<file path="src/rtl/fifo_pkg.sv">
// Shared constants and types for the FIFO stream reader and its output buffer.
package fifo_pkg;

  localparam int DATA_W_DEF = 128;
  localparam int CNT_W_DEF  = 32;
  localparam int BUF_DEPTH  = 2;

  typedef logic [1:0] occ_t;

  localparam occ_t OCC_EMPTY = 2'd0;
  localparam occ_t OCC_FULL  = 2'd2;

  // Buffer level after this cycle if no new read is issued (push from infl minus pop).
  function automatic logic [2:0] fill_level(occ_t occ, logic infl, logic pop);
    return {1'b0, occ} + {2'b0, infl} - {2'b0, pop};
  endfunction

endpackage

</file>
<file path="src/rtl/fifo_stream_reader_if.sv">
// Connection between the read controller and its 2-entry output buffer.
interface fifo_stream_reader_if
  import fifo_pkg::*;
#(
  parameter int DATA_W = DATA_W_DEF
);

  // push writes push_data at the tail this cycle; pop removes the head this
  // cycle (ignored when empty); flush empties the buffer and wins over both.
  logic              push;
  logic [DATA_W-1:0] push_data;
  logic              pop;
  logic              flush;
  occ_t              occ;
  logic [DATA_W-1:0] head_data;

  modport master (output push, push_data, pop, flush, input occ, head_data);
  modport slave  (input push, push_data, pop, flush, output occ, head_data);

endinterface

</file>
<file path="src/rtl/fifo_skid_buf.sv">
// Two-entry in-order output buffer: head feeds the stream, tail absorbs the word in flight.
module fifo_skid_buf
  import fifo_pkg::*;
#(
  parameter int DATA_W = DATA_W_DEF
) (
  input logic                 clk,
  input logic                 rst,
  fifo_stream_reader_if.slave sb
);

  occ_t              occ_q, occ_d;
  logic [DATA_W-1:0] head_q, head_d;
  logic [DATA_W-1:0] tail_q, tail_d;
  logic              do_pop;

  always_comb begin
    occ_d  = occ_q;
    head_d = head_q;
    tail_d = tail_q;
    do_pop = sb.pop && (occ_q != OCC_EMPTY);
    if (sb.flush) begin
      occ_d = OCC_EMPTY;
    end else begin
      case ({sb.push, do_pop})
        2'b10: begin
          if (occ_q == OCC_EMPTY) head_d = sb.push_data;
          else                    tail_d = sb.push_data;
          if (occ_q != OCC_FULL)  occ_d  = occ_q + 2'd1;
        end
        2'b01: begin
          head_d = tail_q;
          occ_d  = occ_q - 2'd1;
        end
        2'b11: begin
          // Level unchanged; with two entries the tail advances to head.
          if (occ_q == OCC_FULL) begin
            head_d = tail_q;
            tail_d = sb.push_data;
          end else begin
            head_d = sb.push_data;
          end
        end
        default: ;
      endcase
    end
  end

  always_ff @(posedge clk) begin
    if (rst) begin
      occ_q  <= OCC_EMPTY;
      head_q <= '0;
      tail_q <= '0;
    end else begin
      occ_q  <= occ_d;
      head_q <= head_d;
      tail_q <= tail_d;
    end
  end

  assign sb.occ       = occ_q;
  assign sb.head_data = head_q;

endmodule

</file>
<file path="src/rtl/fifo_stream_reader.sv">
// Reads a 1-cycle-latency FIFO and presents its words as a valid/ready stream.
module fifo_stream_reader
  import fifo_pkg::*;
#(
  parameter int DATA_W = DATA_W_DEF,
  parameter int CNT_W  = CNT_W_DEF
) (
  input  logic              clk,
  input  logic              rst,
  output logic              o_rden,
  input  logic [DATA_W-1:0] i_rddata,
  input  logic              i_empty,
  input  logic              i_flush,
  output logic              o_valid,
  output logic [DATA_W-1:0] o_data,
  input  logic              i_ready,
  output logic [CNT_W-1:0]  o_wcnt
);

  fifo_stream_reader_if #(.DATA_W(DATA_W)) sb ();

  logic             infl_q, infl_d;
  logic [CNT_W-1:0] wcnt_q, wcnt_d;
  logic             pop;

  assign o_valid = (sb.occ != OCC_EMPTY);
  assign o_data  = sb.head_data;
  assign pop     = o_valid && i_ready;

  // A read is issued only if its word is guaranteed a free slot on arrival.
  always_comb begin
    o_rden = 1'b0;
    if (!rst && !i_empty && !i_flush && (fill_level(sb.occ, infl_q, pop) < 3'd2))
      o_rden = 1'b1;
    infl_d = o_rden;
    wcnt_d = pop ? wcnt_q + CNT_W'(1) : wcnt_q;
  end

  always_ff @(posedge clk) begin
    if (rst) begin
      infl_q <= 1'b0;
      wcnt_q <= '0;
    end else begin
      infl_q <= infl_d;
      wcnt_q <= wcnt_d;
    end
  end

  assign sb.push      = infl_q && !i_flush;
  assign sb.push_data = i_rddata;
  assign sb.pop       = pop;
  assign sb.flush     = i_flush;
  assign o_wcnt       = wcnt_q;

  fifo_skid_buf #(.DATA_W(DATA_W)) u_buf (
    .clk (clk),
    .rst (rst),
    .sb  (sb)
  );

endmodule

</file>
<file path="config.mk">
export PLATFORM = sky130hd
export DESIGN_NAME = fifo_stream_reader
export DESIGN_NICKNAME = d
export VERILOG_FILES = /design/src/rtl/fifo_pkg.sv /design/src/rtl/fifo_stream_reader_if.sv /design/src/rtl/fifo_skid_buf.sv /design/src/rtl/fifo_stream_reader.sv
export SDC_FILE = /design/constraint.sdc
export NUM_CORES = 1
export LEC_CHECK = 0
export ABC_AREA = 1
export CORE_MARGIN = 5
export CORE_UTILIZATION = 30
export CTS_CLUSTER_SIZE = 40
export DETAILED_ROUTE_END_ITERATION = 7
export HOLD_SLACK_MARGIN = 0.02
export PLACE_DENSITY = 0.5
export SKIP_CTS_REPAIR_TIMING = 1
export SLEW_MARGIN = 5
export SYNTH_ARGS = -nofsm -noshare
export SYNTH_HDL_FRONTEND = slang
export SYNTH_SLANG_ARGS = --single-unit
</file>
<file path="constraint.sdc">
create_clock -name clk -period 2.5 [get_ports clk]
set_input_delay 0.25 -clock clk [delete_from_list [all_inputs] [get_ports clk]]
set_output_delay 0.25 -clock clk [all_outputs]
set_load 0.03 [all_outputs]
</file>
# After elaboration in Yosys (flattened, before gate mapping)
# Index checks and enable logic that the tools add are counted.
# Widths: inputs -> output; s select.
# totals
in_bits	133
wordCells	48
reg_bits	291
# op_classes
magnitude_cmp	1
n_eq_ne	9
mux	9
n_addsub	5
reduce_logical	18
bitwise	1
# ops
op	n
$mux 128	4
$pmux 128 s3	1
$pmux 128 s2	1
$add 32x1->32 const B	1
$eq 2x2->1 const B	3
$logic_and 1x1->1	6
$ne 2x1->1 const B	3
$reduce_bool 2->1	3
$ne 2x2->1 const B	2
$pmux 2 s2	1
$reduce_and 4->1	1
$add 2x1->3	1
$logic_not 1->1	3
$lt 3x2->1 const B	1
$reduce_and 3->1	1
$reduce_bool 3->1	1
$sub 3x1->3	1
$add 2x1->2 const B	1
$eq 2x1->1 const B	1
$logic_not 2->1	1
$mux 2	1
$reduce_and 2->1	1
$reduce_or 2->1	1
$sub 2x1->2 const B	1
2 further kinds	2

# Depth between registers and ports, before layout
# depth
depth_word	6
depth_mapped	10

# Cells and area by module
# A second synthesis with hierarchy kept.
# unflattened
cells_unflattened	3128
hier_area_um2	17752.0
# modules_own_cells
module	area_per_inst_um2	instances	cells_per_inst
fifo_skid_buf	15766.4	1	2820
fifo_stream_reader	1985.7	1	308

# Least setup slack after synthesis
# No wires, ideal clock.
# synth_timing
path_kind	register -> output
from	reg u_buf.occ_q[1], in the netlist u_buf.sb.occ[1]
to	out o_rden
path_stages_with_launch	9
path_buffers	1
path_slack_ns	-0.777
t_required_ns	2.250
arrival_ns	3.027
cell_sequence	dfxtp_1 nor2_1 nor2_4 buf_1 ha_1 or2_2 fa_1 inv_1 nor4_1
# synth_between
elab_chain_cells	6
word_cells_on_any_way	7
cone_classes	2 x add/sub; 1 x order compare; 1 x mux; 3 x reduce/logical
# synth_lines
element	line	text
from (decl)	fifo_skid_buf.sv:12	occ_t occ_q, occ_d;
from (signal assigned)	fifo_skid_buf.sv:51	occ_q <= OCC_EMPTY;
from (signal assigned)	fifo_skid_buf.sv:55	occ_q <= occ_d;
$reduce_bool 2->1	fifo_stream_reader.sv:26	assign o_valid = (sb.occ != OCC_EMPTY);
$logic_and 1x1->1	fifo_stream_reader.sv:28	assign pop = o_valid && i_ready;
via pop	fifo_stream_reader.sv:24	logic pop;
$sub 3x1->3	fifo_pkg.sv:15	return {1'b0, occ} + {2'b0, infl} - {2'b0, pop};
$lt 3x2->1	fifo_stream_reader.sv:33	if (!rst && !i_empty && !i_flush && (fill_level(sb.occ, infl_q, pop) < 3'd2))
$logic_and 1x1->1	fifo_stream_reader.sv:33	
$mux 1	fifo_stream_reader.sv:33	
to (decl)	fifo_stream_reader.sv:10	output logic o_rden,
# The timed path passes the listed nets, and every way through them passes these cells.

# Final worst setup path
# layout_timing
from	reg u_buf.occ_q[0], in the netlist u_buf.sb.occ[0]
to	out o_rden
# layout_between
elab_chain_cells	6
word_cells_on_any_way	7
cone_classes	2 x add/sub; 1 x order compare; 1 x mux; 3 x reduce/logical
# layout_lines
element	line
branches (longest 2 deep; another with $add 2x1->3)	--
$sub 3x1->3 (*)	fifo_pkg.sv:15
$lt 3x2->1 (*)	fifo_stream_reader.sv:33
$logic_and 1x1->1 (*)	fifo_stream_reader.sv:33
$mux 1 (*)	fifo_stream_reader.sv:33
# Every way passes the cells marked *.

==> flow_metrics.py <==
metrics = {
    "setup_path": {
        "worstPathMaxFanout": 3,
        "worstSetupEndpoint": "o_rden",
        "path_delay_family": "simple AND/OR/NAND/NOR gates",
        "slowest_delay_ns": 0.36,
        "critPathKind": "flip-flop to output pin",
        "start_kind": "flip-flop",
        "crit_start": "u_buf.sb.occ[0]$_SDFFE_PP0P_",
        "cp_num_cells": 9,
        "crit_path_cell_trace": "nor2_4 > nor2_4 > ha_4 > or2_4 > fa_2 > nand2_2 > nand2_2 > nor4_4 > buf_6",
        "required_ns": 2.25,
        "reg2reg_from": "u_buf.sb.occ[0]$_SDFFE_PP0P_",
        "r2r_cells": 8,
        "critical_path.slowest_cell": "dfxtp_4",
        "rrSetupSlack_ns": 0.42,
        "cp-end-kind": "output pin",
        "worstPathArrival_ns": 2.50,
        "crit_buf_inv": 1,
        "timing.rr.end": "u_buf.sb.head_data[116]$_SDFFE_PP0P_",
    },
    "cts": {
        "cts-root-buf": "clkbuf_16",
        "cts_tree": "built",
        "cts_made_buffers": 37,
        "clock_path_buffers": 3,
        "clkSlewWorstSetupHoldPaths_ns": 0.06,
        "insertion_delay_ns": 0.54,
        "cts.sinks": 291,
        "cts_max_level": 2,
    },
    "routing": {
        "antenna_left": 0,
        "first_pass_iters": 5,
        "vias": 15400,
        "wl_per_cell_um": 17.2,
        "post-route-drc-count": 0,
        "viasPerCell": 5.04,
        "drt-initial-drc-count": 1165,
        "routed_wl_mm": 52.6,
    },
    "global_routing": {
        "grt_max_degree": 89,
        "grt_pass1_wl_mm": 82.4,
        "track_usage_pct": 19.2,
        "gr-total-overflow": 0,
        "grt_pass1_vias": 14600,
        "antenna_found_initial": 7,
    },
    "timing": {
        "rsz0062_at_grt": "true",
        "relSlewSlack_pct": 55.8,
        "period_share_pct": 110,
        "finClkSkew_ns": 0.00901,
        "min_period_ns": 2.75,
        "fin_tns_setup_ns": -0.252,
        "hold_viol": 0,
        "slew_violations": 0,
        "maxClockFrequency_mhz": 363,
        "setup_viol": 1,
        "layout_setup_ws_ns": -0.252,
        "tightest_slew_ns": 0.663,
    },
    "synthesis": {
        "ys_seq_elements": 291,
        "ys_seq_area_share_pct": 40.8,
        "async_reset_ff_share_pct": 0,
        "netlist_area_mm2": 0.0143,
        "syn_area_per_cell_um2": 6.53,
        "synth_edf_count": 0,
        "synth.distinct_cells": 31,
        "synth_fp_nets": 2325,
        "yosys_warnings": 0,
        "synth_ff_type": "dfxtp_1",
        "postSynthCellCount": 2189,
    },
    "power_and_ir_drop": {
        "p_leak_nw": 7.19,
        "power.internal_mw": 8.68,
        "p_comb_share_pct": 10.7,
        "p_total_mw": 11.6,
        "power.clock.fraction_pct": 47.8,
        "p_sw_mw": 2.88,
        "peakVddDrop_v": 0.000337,
        "pwr-share-seq_pct": 41.5,
        "swShare_pct": 24.9,
        "power_density_mw_per_mm2": 602,
    },
    "finish": {
        "area_growth_pct": 34.3,
        "multiInputGateArea_mm2": 0.00714,
        "num-nets-final": 2544,
        "layout.area.seq_mm2": 0.00583,
        "layout_common_cells": "nand2_1, o21ai_0, clkdlybuf4s50_1",
        "utilization_pct": 40.5,
        "final_common_cell": "nand2_1",
        "drive_gt1_share_pct": 5.64,
        "fill_cells": 4934,
    },
    "placed_design": {
        "place.gp.congestion": 0.822,
        "pre_cts_slack_ns": -0.293,
        "place_hpwl_mm": 32.0,
        "portBuffers": 294,
    },
    "die": {
        "rows": 80,
        "boundaryPins": 295,
        "die_h_um": 228,
        "dieArea_mm2": 0.0521,
        "fp.coreArea_mm2": 0.0474,
        "die_w_um": 228,
        "start_util_pct": 30.1,
    },
    "hold_path": {
        "hold_depth": 3,
        "worstHoldStart": "i_rddata[126]",
        "hold_class": "input pin to flip-flop",
    },
    "outcome": {
        "violations": "negative setup slack",
        "status": "finished with violations",
    },
    "flow_run": {
        "drv_cap": 0,
    },
}
[worst min-delay path by stage]
stage / to / slack, ns
2_1_floorplan: infl_q$_SDFF_PP0_ / 0.33
3_3_place_gp: u_buf.tail_q[126]$_SDFFE_PP0P_ / 0.44
3_5_place_dp: u_buf.tail_q[125]$_SDFFE_PP0P_ / 0.45
4_1_cts: u_buf.tail_q[126]$_SDFFE_PP0P_ / 0.33
5_1_grt: u_buf.sb.head_data[33]$_SDFFE_PP0P_ / 0.39
6_report: u_buf.tail_q[126]$_SDFFE_PP0P_ / 0.37
[worst reg2reg max path, cell delays in order (launching register included)]
cell	delay, ns
dfxtp_4	0.37
nor2_4	0.05
nor2_4	0.10
buf_4	0.41
buf_4	0.63
nand3_1	0.17
o21ai_0	0.11
inv_1	0.06
a21oi_1	0.12
[cell families (layout without fill, tap and decap cells)]
kind of cell / count (synthesis) / after routing / share of synthesized area (%)
and+or+nand+nor: 884 / 884 / 25.5
xor gates and xnor gates: 3 / 3 / 0.184
buffers and inverters: 343 / 585 / 9.88
AOI/OAI and AO/OA: 665 / 665 / 23.4
adders and majority gates: 3 / 3 / 0.315
DFF: 291 / 291 / 40.8
other: 0 / 7 / 0
[registers in the layout (all words and copies together), names as in the netlist]
register,flops
u_buf.sb.head_data,128
u_buf.sb.occ,2
infl_q,1
u_buf.tail_q,128
o_wcnt,32
[area by class of cell]
| class | instances | share of cell area (%) |
|---|---|---|
| clock inverters | 10 | 0.795 |
| inverters | 179 | 3.53 |
| multi-input cells | 1555 | 37.2 |
| well taps | 615 | 4.01 |
| clock buffers | 52 | 5.64 |
| flip-flops and latches | 291 | 30.4 |
| diodes | 7 | 0.0912 |
| repair buffers | 344 | 18.3 |
[through the flow]
step | std cells | cell area (um^2) | hold WS (ns)
floorplan | 2189 | 14300 | 0.329
finish | 3053 | 19200 | 0.369
global route | 3052 | 19200 | 0.389
global placement | 2984 | 17900 | 0.442
CTS | 3046 | 19100 | 0.332
detailed placement | 2984 | 17900 | 0.449
[power by group through the flow]
| stage | Combinational, mW | Sequential [mW] | Clock (mW) |
|---|---|---|---|
| floorplan | 0.423 | 5.07 | 0 |
| global placement | 1.23 | 4.90 | 0 |
| detailed placement | 1.24 | 4.90 | 0 |
| CTS | 1.25 | 4.80 | 5.71 |
| global route | 1.35 | 4.81 | 5.89 |
| finish | 1.24 | 4.80 | 5.53 |
[routing by layer]
metal  GRT usage, %  vias to the layer above  wire, um
li1               -                     7651         -
met1           25.0                     7182     23600
met2           31.4                      462     24300
met3           4.04                       81      3330
met4           7.22                        2      1430
met5              0                        -        13
[synthesized netlist by cell type (2+ instances only)]
cell / instances / area [um^2]
nand2_1: 424 / 1590
o21ai_0: 380 / 1900
dfxtp_1: 291 / 5830
a21oi_1: 267 / 1340
nor2_1: 237 / 890
inv_1: 173 / 649
nand3_1: 112 / 561
nor3_1: 87 / 435
clkbuf_1: 80 / 300
buf_2: 68 / 340
o21ai_1: 14 / 70.1
buf_1: 10 / 37.5
nand4_1: 8 / 50.1
nand2_2: 6 / 37.5
buf_6: 5 / 56.3
inv_2: 5 / 18.8
nand3b_1: 4 / 30.0
ha_1: 2 / 25.0
nor2_4: 2 / 22.5
nor4_1: 2 / 12.5
xor2_1: 2 / 17.5
Note: power is estimated with default switching activity, not from simulation.
